**config.mk**
```make
export PLATFORM = sky130hd
export DESIGN_NAME = rom_pattern_serializer
export DESIGN_NICKNAME = d
export VERILOG_FILES = /design/src/rtl/rom_pattern_serializer_pkg.sv /design/src/rtl/rom_pattern_serializer_bit_tick_gen.sv /design/src/rtl/rom_pattern_serializer.sv
export SDC_FILE = /design/constraint.sdc
export NUM_CORES = 1
export LEC_CHECK = 0
export CAP_MARGIN = 30
export CORE_MARGIN = 3
export CORE_UTILIZATION = 48
export DETAILED_ROUTE_END_ITERATION = 7
export GPL_TIMING_DRIVEN = 0
export PLACE_DENSITY = 0.87
export RECOVER_POWER = 100
export REMOVE_ABC_BUFFERS = 1
export SETUP_SLACK_MARGIN = 0.2
export SLEW_MARGIN = 20
export SYNTH_ARGS = -nofsm -noshare
export SYNTH_HDL_FRONTEND = slang
export SYNTH_HIERARCHICAL = 1
export SYNTH_SLANG_ARGS = --single-unit
```
**constraint.sdc**
```tcl
create_clock -name clk -period 2.4 [get_ports clk]
set_input_delay 0.6 -clock clk [delete_from_list [all_inputs] [get_ports clk]]
set_output_delay 0.6 -clock clk [all_outputs]
set_load 0.005 [all_outputs]
```
**src/rtl/rom_pattern_serializer_pkg.sv**
```systemverilog
// Shared types and defaults for the ROM pattern serializer and its tick prescaler.
package rom_pkg;

    localparam int DEF_DATA_WIDTH = 8;
    localparam int DEF_ADDR_WIDTH = 3;
    localparam int WORDS          = 2 ** DEF_ADDR_WIDTH;

    typedef enum logic [2:0] {
        S_IDLE  = 3'd0,
        S_FETCH = 3'd1,
        S_WAIT  = 3'd2,
        S_SHIFT = 3'd3,
        S_NEXT  = 3'd4,
        S_DONE  = 3'd5
    } state_e;

    // Counter width for a modulus n, never narrower than one bit.
    function automatic int cnt_width(input int n);
        return (n > 1) ? $clog2(n) : 1;
    endfunction

endpackage

```
**src/rtl/rom_pattern_serializer_bit_tick_gen.sv**
```systemverilog
// Serial bit prescaler: pulses tick on the last clock of each TICK_DIV-clock bit period.
module bit_tick_gen
    import rom_pkg::*;
#(
    parameter int TICK_DIV = 4
) (
    input  logic clk,
    input  logic reset,
    input  logic clear,
    input  logic en,
    output logic tick
);

    localparam int CW = cnt_width(TICK_DIV);
    localparam logic [CW-1:0] CNT_LAST = CW'(TICK_DIV - 1);

    logic [CW-1:0] cnt_q;
    logic [CW-1:0] cnt_d;

    always_comb begin
        cnt_d = cnt_q;
        tick  = 1'b0;
        if (clear) begin
            cnt_d = '0;
        end else if (en) begin
            if (cnt_q == CNT_LAST) begin
                cnt_d = '0;
                tick  = 1'b1;
            end else begin
                cnt_d = cnt_q + 1'b1;
            end
        end
    end

    always_ff @(posedge clk) begin
        if (reset) begin
            cnt_q <= '0;
        end else begin
            cnt_q <= cnt_d;
        end
    end

endmodule

```
**src/rtl/rom_pattern_serializer.sv**
```systemverilog
// Walks a registered pattern ROM from address 0 upward and shifts each word out MSB-first.
module rom_pattern_serializer
    import rom_pkg::*;
#(
    parameter int DATA_WIDTH = DEF_DATA_WIDTH,
    parameter int ADDR_WIDTH = DEF_ADDR_WIDTH,
    parameter int TICK_DIV   = 4
) (
    input  logic                  clk,
    input  logic                  reset,
    input  logic                  start,
    input  logic                  loop,
    input  logic                  stop,
    output logic [ADDR_WIDTH-1:0] rom_addr,
    input  logic [DATA_WIDTH-1:0] rom_q,
    output logic                  ser_out,
    output logic                  ser_valid,
    output logic                  busy,
    output logic                  done,
    output state_e                dbg_state
);

    localparam int BW = cnt_width(DATA_WIDTH);
    localparam logic [BW-1:0]         BIT_LAST = BW'(DATA_WIDTH - 1);
    localparam logic [ADDR_WIDTH-1:0] ADDR_MAX = '1;

    state_e                state_q, state_d;
    logic [ADDR_WIDTH-1:0] rom_addr_q, rom_addr_d;
    logic [DATA_WIDTH-1:0] shreg_q, shreg_d;
    logic [BW-1:0]         bit_cnt_q, bit_cnt_d;
    logic                  tick;

    // Prescaler is held clear outside SHIFT, so every word starts on a fresh bit period.
    bit_tick_gen #(
        .TICK_DIV(TICK_DIV)
    ) u_tick (
        .clk  (clk),
        .reset(reset),
        .clear((state_q != S_SHIFT) || stop),
        .en   (state_q == S_SHIFT),
        .tick (tick)
    );

    always_comb begin
        state_d    = state_q;
        rom_addr_d = rom_addr_q;
        shreg_d    = shreg_q;
        bit_cnt_d  = bit_cnt_q;
        if (stop) begin
            state_d    = S_IDLE;
            rom_addr_d = '0;
            shreg_d    = '0;
            bit_cnt_d  = '0;
        end else begin
            case (state_q)
                S_IDLE: begin
                    if (start) begin
                        state_d    = S_FETCH;
                        rom_addr_d = '0;
                    end
                end
                S_FETCH: state_d = S_WAIT;
                S_WAIT: begin
                    shreg_d   = rom_q;
                    bit_cnt_d = '0;
                    state_d   = S_SHIFT;
                end
                S_SHIFT: begin
                    if (tick) begin
                        shreg_d = {shreg_q[DATA_WIDTH-2:0], 1'b0};
                        if (bit_cnt_q == BIT_LAST) begin
                            bit_cnt_d = '0;
                            state_d   = S_NEXT;
                        end else begin
                            bit_cnt_d = bit_cnt_q + 1'b1;
                        end
                    end
                end
                S_NEXT: begin
                    // Incrementing past the top address wraps to 0, which is what looping wants.
                    if (rom_addr_q != ADDR_MAX || loop) begin
                        rom_addr_d = rom_addr_q + 1'b1;
                        state_d    = S_FETCH;
                    end else begin
                        state_d = S_DONE;
                    end
                end
                S_DONE: begin
                    rom_addr_d = '0;
                    state_d    = S_IDLE;
                end
                default: begin
                    state_d    = S_IDLE;
                    rom_addr_d = '0;
                end
            endcase
        end
    end

    always_ff @(posedge clk) begin
        if (reset) begin
            state_q    <= S_IDLE;
            rom_addr_q <= '0;
            shreg_q    <= '0;
            bit_cnt_q  <= '0;
        end else begin
            state_q    <= state_d;
            rom_addr_q <= rom_addr_d;
            shreg_q    <= shreg_d;
            bit_cnt_q  <= bit_cnt_d;
        end
    end

    assign rom_addr  = rom_addr_q;
    assign ser_valid = (state_q == S_SHIFT);
    assign ser_out   = (state_q == S_SHIFT) && shreg_q[DATA_WIDTH-1];
    assign busy      = (state_q != S_IDLE);
    assign done      = (state_q == S_DONE);
    assign dbg_state = state_q;

endmodule

```
==> flow_metrics.py, run 1 <==
metrics = {
    "worst_setup_path": {
        "cp_top_family": "simple AND/OR/NAND/NOR gates",
        "r2r-end": "shreg_q[6]$_SDFFE_PP0P_",
        "crit_chain": "dlygate4sd3_1 -> nand2b_1 -> nor2_2 -> nand2b_1 -> a21oi_1 -> o2bb2ai_1",
        "critPathKind": "in -> reg",
        "worstSetupStartpointType": "primary input",
        "worstPathRequired_ns": 2.57,
        "crit_fanout": 12,
        "cpMostUsedCell": "nand2b_1",
        "rrSetupSlack_ns": 0.27,
        "worstReg2RegStart": "dbg_state[1]$_SDFFE_PP0P_",
        "ff2ff_path_depth": 8,
        "cp-end-kind": "flip-flop",
        "worstPathArrival_ns": 2.36,
        "path_buf_inv": 1,
        "slowest_delay_ns": 0.57,
        "slowest_stage": "dlygate4sd3_1",
    },
    "cells_and_area": {
        "fin_cells": 150,
        "fillCellCount": 149,
        "antenna_cells": 0,
        "final_layout_size_suffix_gt1_frac": 0.1360,
        "nets": 144,
        "area_growth_pct": 31.02,
        "fin_util": 0.6951,
    },
    "synth": {
        "synth_compound_area_frac": 0.2317,
        "synth_most_common_cell": "dfxtp_1",
        "netlist.area_leader.share": 0.3979,
        "yosys.area_share.xor_xnor": 0,
        "synthTopCellsByCount": "19 x dfxtp_1, 10 x nor2b_1, 7 x a31oi_1, 7 x o2bb2ai_1, 6 x o21ai_0",
        "ys_seq_area_frac": 0.3979,
        "synthCells": 103,
        "ys_warn_count": 6,
        "synthSimpleGateAreaFrac": 0.2382,
        "synth_edf_count": 0,
        "async_reset_ff_frac": 0,
        "yosys-top-cells-area": "dfxtp_1 40%, ha_1 6.5%, nor2b_1 6.5%",
        "synth_top_area_cell": "dfxtp_1",
        "synthAdderAreaFrac": 0.06545,
        "synthFlopType": "dfxtp_1",
        "synth.avg_cell_area_um2": 9.281,
        "synth.mux.area_fraction": 0.02225,
        "synth_top_family_by_area": "simple AND/OR/NAND/NOR gates",
        "synth_seq_cells": 19,
        "synth_area_um2": 955.9,
        "synth_cell_type_count": 34,
    },
    "power_and_ir_drop": {
        "p_int_uw": 414.7,
        "comb_power_share": 0.108,
        "leakage_nw": 0.4900,
        "power_density_mw_per_mm2": 433.0,
        "power_frac_seq": 0.590,
        "p_sw_uw": 127.6,
        "power.share.clock": 0.302,
        "swShare": 0.2352,
        "vdd_drop_max_mv": 0.3566,
    },
    "flow_run": {
        "max_cap_viol_count": 0,
    },
    "timing": {
        "finalHoldViolCount": 0,
        "max_slew_margin": 0.6358,
        "setup_viol": 0,
        "max_freq_mhz": 458.3,
        "skew_ns": 0.01573,
        "min_period_ns": 2.182,
        "drv_slew": 0,
        "post-route-period-util": 0.9091,
        "worst-slew-pin-transition_ns": 0.5463,
        "grt_setup_unrepaired": "yes",
    },
    "detailed_routing": {
        "drt-total-wl_mm": 2.133,
        "antenna_left": 0,
        "wl_per_cell_um": 14.22,
        "drc_errors": 0,
        "dr.pass1.iters": 4,
        "viasPerCell": 5.620,
        "drtIter0Drc": 11,
        "via_count": 843,
    },
    "global_routing": {
        "grt_max_degree": 30,
        "first_global_vias": 793,
        "top_usage_layer": "met2",
        "met2_usage": 0.2783,
        "met3_usage": 0.03858,
        "antenna_found_initial": 0,
        "grt_first_pass_wirelength_mm": 3.601,
        "grt_overflow_total": 0,
        "use_met1": 0.2473,
        "gr-usage-all-layers": 0.1842,
    },
    "clock_network": {
        "cts_hold_buffers": 0,
        "cts_tree": "done",
        "cts.sinks": 19,
        "cts-root-buf": "clkbuf_4",
        "cts_max_path_buffers": 2,
        "cts_max_level": 1,
        "clkSlewWorstSetupHoldPaths_ns": 0.10,
        "worstSkewPairLatency_ns": 0.30,
        "cts_buffers": 3,
    },
    "place": {
        "gp_congestion": 0.7024,
        "place_hpwl_mm": 1.375,
        "io_buffer_count": 22,
        "dpl.cell_count": 142,
    },
    "min_path": {
        "min_to": "shreg_q[4]$_SDFFE_PP0P_",
        "hp-class": "reg -> reg",
        "min_from": "shreg_q[4]$_SDFFE_PP0P_",
        "min_path_cells": 1,
    },
    "floorplanning": {
        "die_x_um": 50.63,
        "die_area_mm2": 0.002563,
        "die_h_um": 50.63,
        "coreArea_mm2": 0.001802,
        "num_rows": 15,
        "start_util": 0.5306,
        "ios": 23,
    },
    "run_status": {
        "status": "completed",
    },
}
[how the worst max path moves through the flow]
stage | depth (start not counted) | endpoint | start | slack [ns]
2_1_floorplan | 7 | shreg_q[1]$_SDFFE_PP0P_ | dbg_state[1]$_SDFFE_PP0P_ | 0.22
3_3_place_gp | 7 | shreg_q[4]$_SDFFE_PP0P_ | dbg_state[1]$_SDFFE_PP0P_ | -0.23
3_5_place_dp | 7 | shreg_q[6]$_SDFFE_PP0P_ | dbg_state[1]$_SDFFE_PP0P_ | -0.29
4_1_cts | 3 | ser_valid | dbg_state[1]$_SDFFE_PP0P_ | 0.19
5_1_grt | 6 | shreg_q[6]$_SDFFE_PP0P_ | stop | 0.1
6_report | 6 | shreg_q[6]$_SDFFE_PP0P_ | stop | 0.22
[registers in the layout, indices dropped and copies added (netlist names)]
name and flops:
dbg_state 3, rom_addr 3, shreg_q 8, bit_cnt_q 3, u_tick/cnt_q 2
[layout make-up]
| type | count | area [um^2] | share of cell area |
|---|---|---|---|
| tap | 25 | 31.28 | 0.02498 |
| sequential | 19 | 387.9 | 0.3097 |
| inverter | 1 | 3.754 | 0.002997 |
| clock buffer | 4 | 26.28 | 0.02098 |
| multi-input combinational | 75 | 550.5 | 0.4396 |
| timing repair buffer | 26 | 252.7 | 0.2018 |
[metrics by stage]
stage	power, mW	hold slack [ns]	setup slack, ns	TNS, ns	area (um^2)
finish	0.5423	0.4734	0.2182	0	1252
global route	0.5748	0.5016	0.09949	0	1252
CTS	0.5425	0.4708	0.1906	0	1224
detailed placement	0.3830	0.4421	-0.2899	-2.684	1169
global placement	0.3820	0.4385	-0.2330	-1.916	1169
floorplan	0.3521	0.4248	0.2164	0	917.1
[cell families after synthesis]
| family | count (synthesis) |
|---|---|
| AND/OR/NAND/NOR | 37 |
| AO/OA/AOI/OAI | 31 |
| flip-flops | 19 |
| buffers and inverters | 9 |
| adder cells (fa/ha/maj) | 5 |
| multiplexers | 2 |
[what timing repair did]
item	CTS	global route
gates resized for setup	10	4
gates cloned	0	0
endpoints found under the setup margin	19	4
buffers inserted	1	3
hold endpoints to repair	0	0
[cells in the final DEF, fill, tap and decap left out, drive strengths merged, types with 2 or more instances in the layout]
| cell | netlist | layout |
|---|---|---|
| nor3 | 3 | 3 |
| o2bb2ai | 7 | 7 |
| or2 | 2 | 2 |
| a21oi | 5 | 5 |
| o21ai | 6 | 6 |
| or3b | 2 | 2 |
| nor2 | 3 | 3 |
| clkbuf | 5 | 4 |
| nand4 | 2 | 2 |
| a22o | 2 | 2 |
| nand2 | 2 | 2 |
| dlygate4sd3 | 0 | 6 |
| a31oi | 7 | 7 |
| dfxtp | 19 | 19 |
| nand2b | 4 | 4 |
| buf | 3 | 4 |
| nand3 | 2 | 2 |
| clkdlybuf4s50 | 0 | 14 |
| and3 | 2 | 2 |
| ha | 5 | 5 |
| a211oi | 2 | 2 |
| nor2b | 10 | 10 |
[metal layers]
| metal | vias to the layer above | part of all wire |
|---|---|---|
| met5 | - | 0 |
| met1 | 390 | 0.46 |
| met3 | 6 | 0.026 |
| met4 | 0 | 0.021 |
| li1 | 432 | - |
| met2 | 15 | 0.49 |
[power groups by stage]
stage	Clock [mW]	Combinational, mW	Sequential [mW]
after global placement	0	0.0510	0.331
after CTS	0.166	0.0532	0.323
after floorplan	0	0.0225	0.330
after global routing	0.190	0.0636	0.321
final	0.164	0.0585	0.320
after detailed placement	0	0.0517	0.331
Note: power is estimated with default switching activity, not from simulation.
==> inputs of run 2 (changes only) <==
Settings changed: SETUP_SLACK_MARGIN 0.2 to 0.15, TNS_END_PERCENT set to 1.
==> run 2 against run 1 <==
Effect of this change:
- combinational power decreased by 9.6%
- design area decreased by 2.4%
- cell count decreased by 2.0%
- worst hold slack got worse by 0.0056 ns
==> flow_metrics.py, run 2 (synthesis results as in run 1) <==
metrics = {
    "timing": {
        "grt_setup_unrepaired": "yes",
        "finalHoldViolCount": 0,
        "max_freq_mhz": 444.6,
        "final.setup.tns_ns": 0,
        "skew_ns": 0.01283,
        "max_slew_margin": 0.6364,
        "post-route-period-util": 0.9371,
        "worst-slew-pin-transition_ns": 0.5453,
        "drv_slew": 0,
        "setup_viol": 0,
        "finalWorstSetupSlack_ns": 0.1510,
        "min_period_ns": 2.249,
        "hold-worst-slack_ns": 0.4678,
    },
    "floorplanning": {
        "ios": 23,
        "start_util": 0.5306,
        "die_x_um": 50.63,
        "die_h_um": 50.63,
        "num_rows": 15,
        "die_area_mm2": 0.002563,
        "coreArea_mm2": 0.001802,
    },
    "place": {
        "place_hpwl_mm": 1.375,
        "io_buffer_count": 22,
        "post-place-ws_ns": -0.2899,
        "gp_congestion": 0.7024,
        "dpl.cell_count": 142,
    },
    "worst_setup_path": {
        "worstPathRequired_ns": 1.80,
        "crit_start": "dbg_state[1]$_SDFFE_PP0P_",
        "r2r-end": "shreg_q[6]$_SDFFE_PP0P_",
        "rrSetupSlack_ns": 0.37,
        "worstPathArrival_ns": 1.65,
        "worstSetupStartpointType": "flip-flop",
        "ff2ff_path_depth": 7,
        "cp-end-kind": "primary output",
        "crit_fanout": 10,
        "critPathKind": "reg -> out",
        "worstReg2RegStart": "dbg_state[1]$_SDFFE_PP0P_",
    },
    "clock_network": {
        "cts-root-buf": "clkbuf_4",
        "cts_tree": "done",
        "cts.sinks": 19,
        "cts_max_path_buffers": 2,
        "worstSkewPairLatency_ns": 0.30,
        "cts_buffers": 3,
        "clkSlewWorstSetupHoldPaths_ns": 0.11,
        "cts_max_level": 1,
    },
    "global_routing": {
        "grt_overflow_total": 0,
        "gr-usage-all-layers": 0.1830,
        "antenna_found_initial": 0,
        "first_global_vias": 787,
        "grt_first_pass_wirelength_mm": 3.581,
        "grt_max_degree": 30,
    },
    "flow_run": {
        "max_cap_viol_count": 0,
    },
    "cells_and_area": {
        "layout_commonest_cell": "dfxtp_1",
        "fin_util": 0.6785,
        "nets": 141,
        "largest_reg_flops": 8,
        "final_cell_mix": "16 x dfxtp_1, 14 x clkdlybuf4s50_1, 9 x nor2b_1, 8 x dlygate4sd3_1",
        "fin_cells": 147,
        "area_growth_pct": 27.88,
        "antenna_cells": 0,
        "final_layout_size_suffix_gt1_frac": 0.1148,
        "regMostFlops": "shreg_q",
    },
    "min_path": {
        "min_from": "shreg_q[7]$_SDFFE_PP0P_",
        "hp-class": "reg -> reg",
        "min_to": "shreg_q[7]$_SDFFE_PP0P_",
        "min_path_cells": 1,
    },
    "run_status": {
        "status": "completed",
    },
    "detailed_routing": {
        "drtIter0Drc": 22,
        "antenna_left": 0,
        "wl_per_cell_um": 13.59,
        "dr.pass1.iters": 4,
        "drt-total-wl_mm": 1.997,
        "viasPerCell": 5.735,
        "drc_errors": 0,
        "via_count": 843,
    },
    "power_and_ir_drop": {
        "p_int_uw": 413.1,
        "power_frac_seq": 0.600,
        "vdd_drop_max_mv": 0.3561,
        "comb_power_share": 0.098,
        "swShare": 0.2317,
        "p_sw_uw": 124.6,
        "leakage_nw": 0.4616,
        "power_density_mw_per_mm2": 439.9,
        "power.share.clock": 0.301,
    },
}
==> run 2: final cells by class <==
cell class,count,area [um^2]
Fill cell,156,579.3
Multi-Input combinational cell,75,544.3
Sequential cell,19,389.1
Timing Repair Buffer,23,227.7
Tap cell,25,31.28
Clock buffer,4,26.28
Inverter,1,3.754
==> run 2: metrics by stage <==
| step | total power, mW | cell area (um^2) |
|---|---|---|
| finish | 0.5377 | 1222 |
| global route | 0.5729 | 1222 |
| CTS | 0.5423 | 1220 |
| detailed placement | 0.3830 | 1169 |
| global placement | 0.3820 | 1169 |
| floorplan | 0.3521 | 917.1 |
==> run 2: how the worst max path moves through the flow <==
stage | to | slack (ns)
floorplan | shreg_q[1]$_SDFFE_PP0P_ | 0.22
global placement | shreg_q[4]$_SDFFE_PP0P_ | -0.23
detailed placement | shreg_q[6]$_SDFFE_PP0P_ | -0.29
CTS | ser_valid | 0.15
global route | done | 0.06
finish | ser_valid | 0.15
==> run 2: power by group through the flow <==
stage / logic, mW / clock network (mW) / registers (mW)
finish: 0.0529 / 0.162 / 0.323
global route: 0.0577 / 0.191 / 0.324
CTS: 0.0531 / 0.166 / 0.323
detailed placement: 0.0517 / 0 / 0.331
global placement: 0.0510 / 0 / 0.331
floorplan: 0.0225 / 0 / 0.330
==> run 2: repair_timing <==
item                       in CTS  in global routing
buffers inserted                1                  0
resized for setup               8                  1
hold endpoints to repair        0                  0
setup endpoints to repair      19                 16
hold buffers                    0                  0
==> run 2: metal layers <==
metal | share of wire | track usage
met5 | 0 | 0
met2 | 0.48 | 0.2739
met4 | 0.026 | 0.08969
met1 | 0.45 | 0.2473
met3 | 0.047 | 0.03858
==> run 2: worst max-delay path, stage by stage, from the launching register on <==
cell and delay [ns]:
dfxtp_4 0.41, nor2b_4 0.18, and2_2 0.22, clkdlybuf4s50_1 0.53
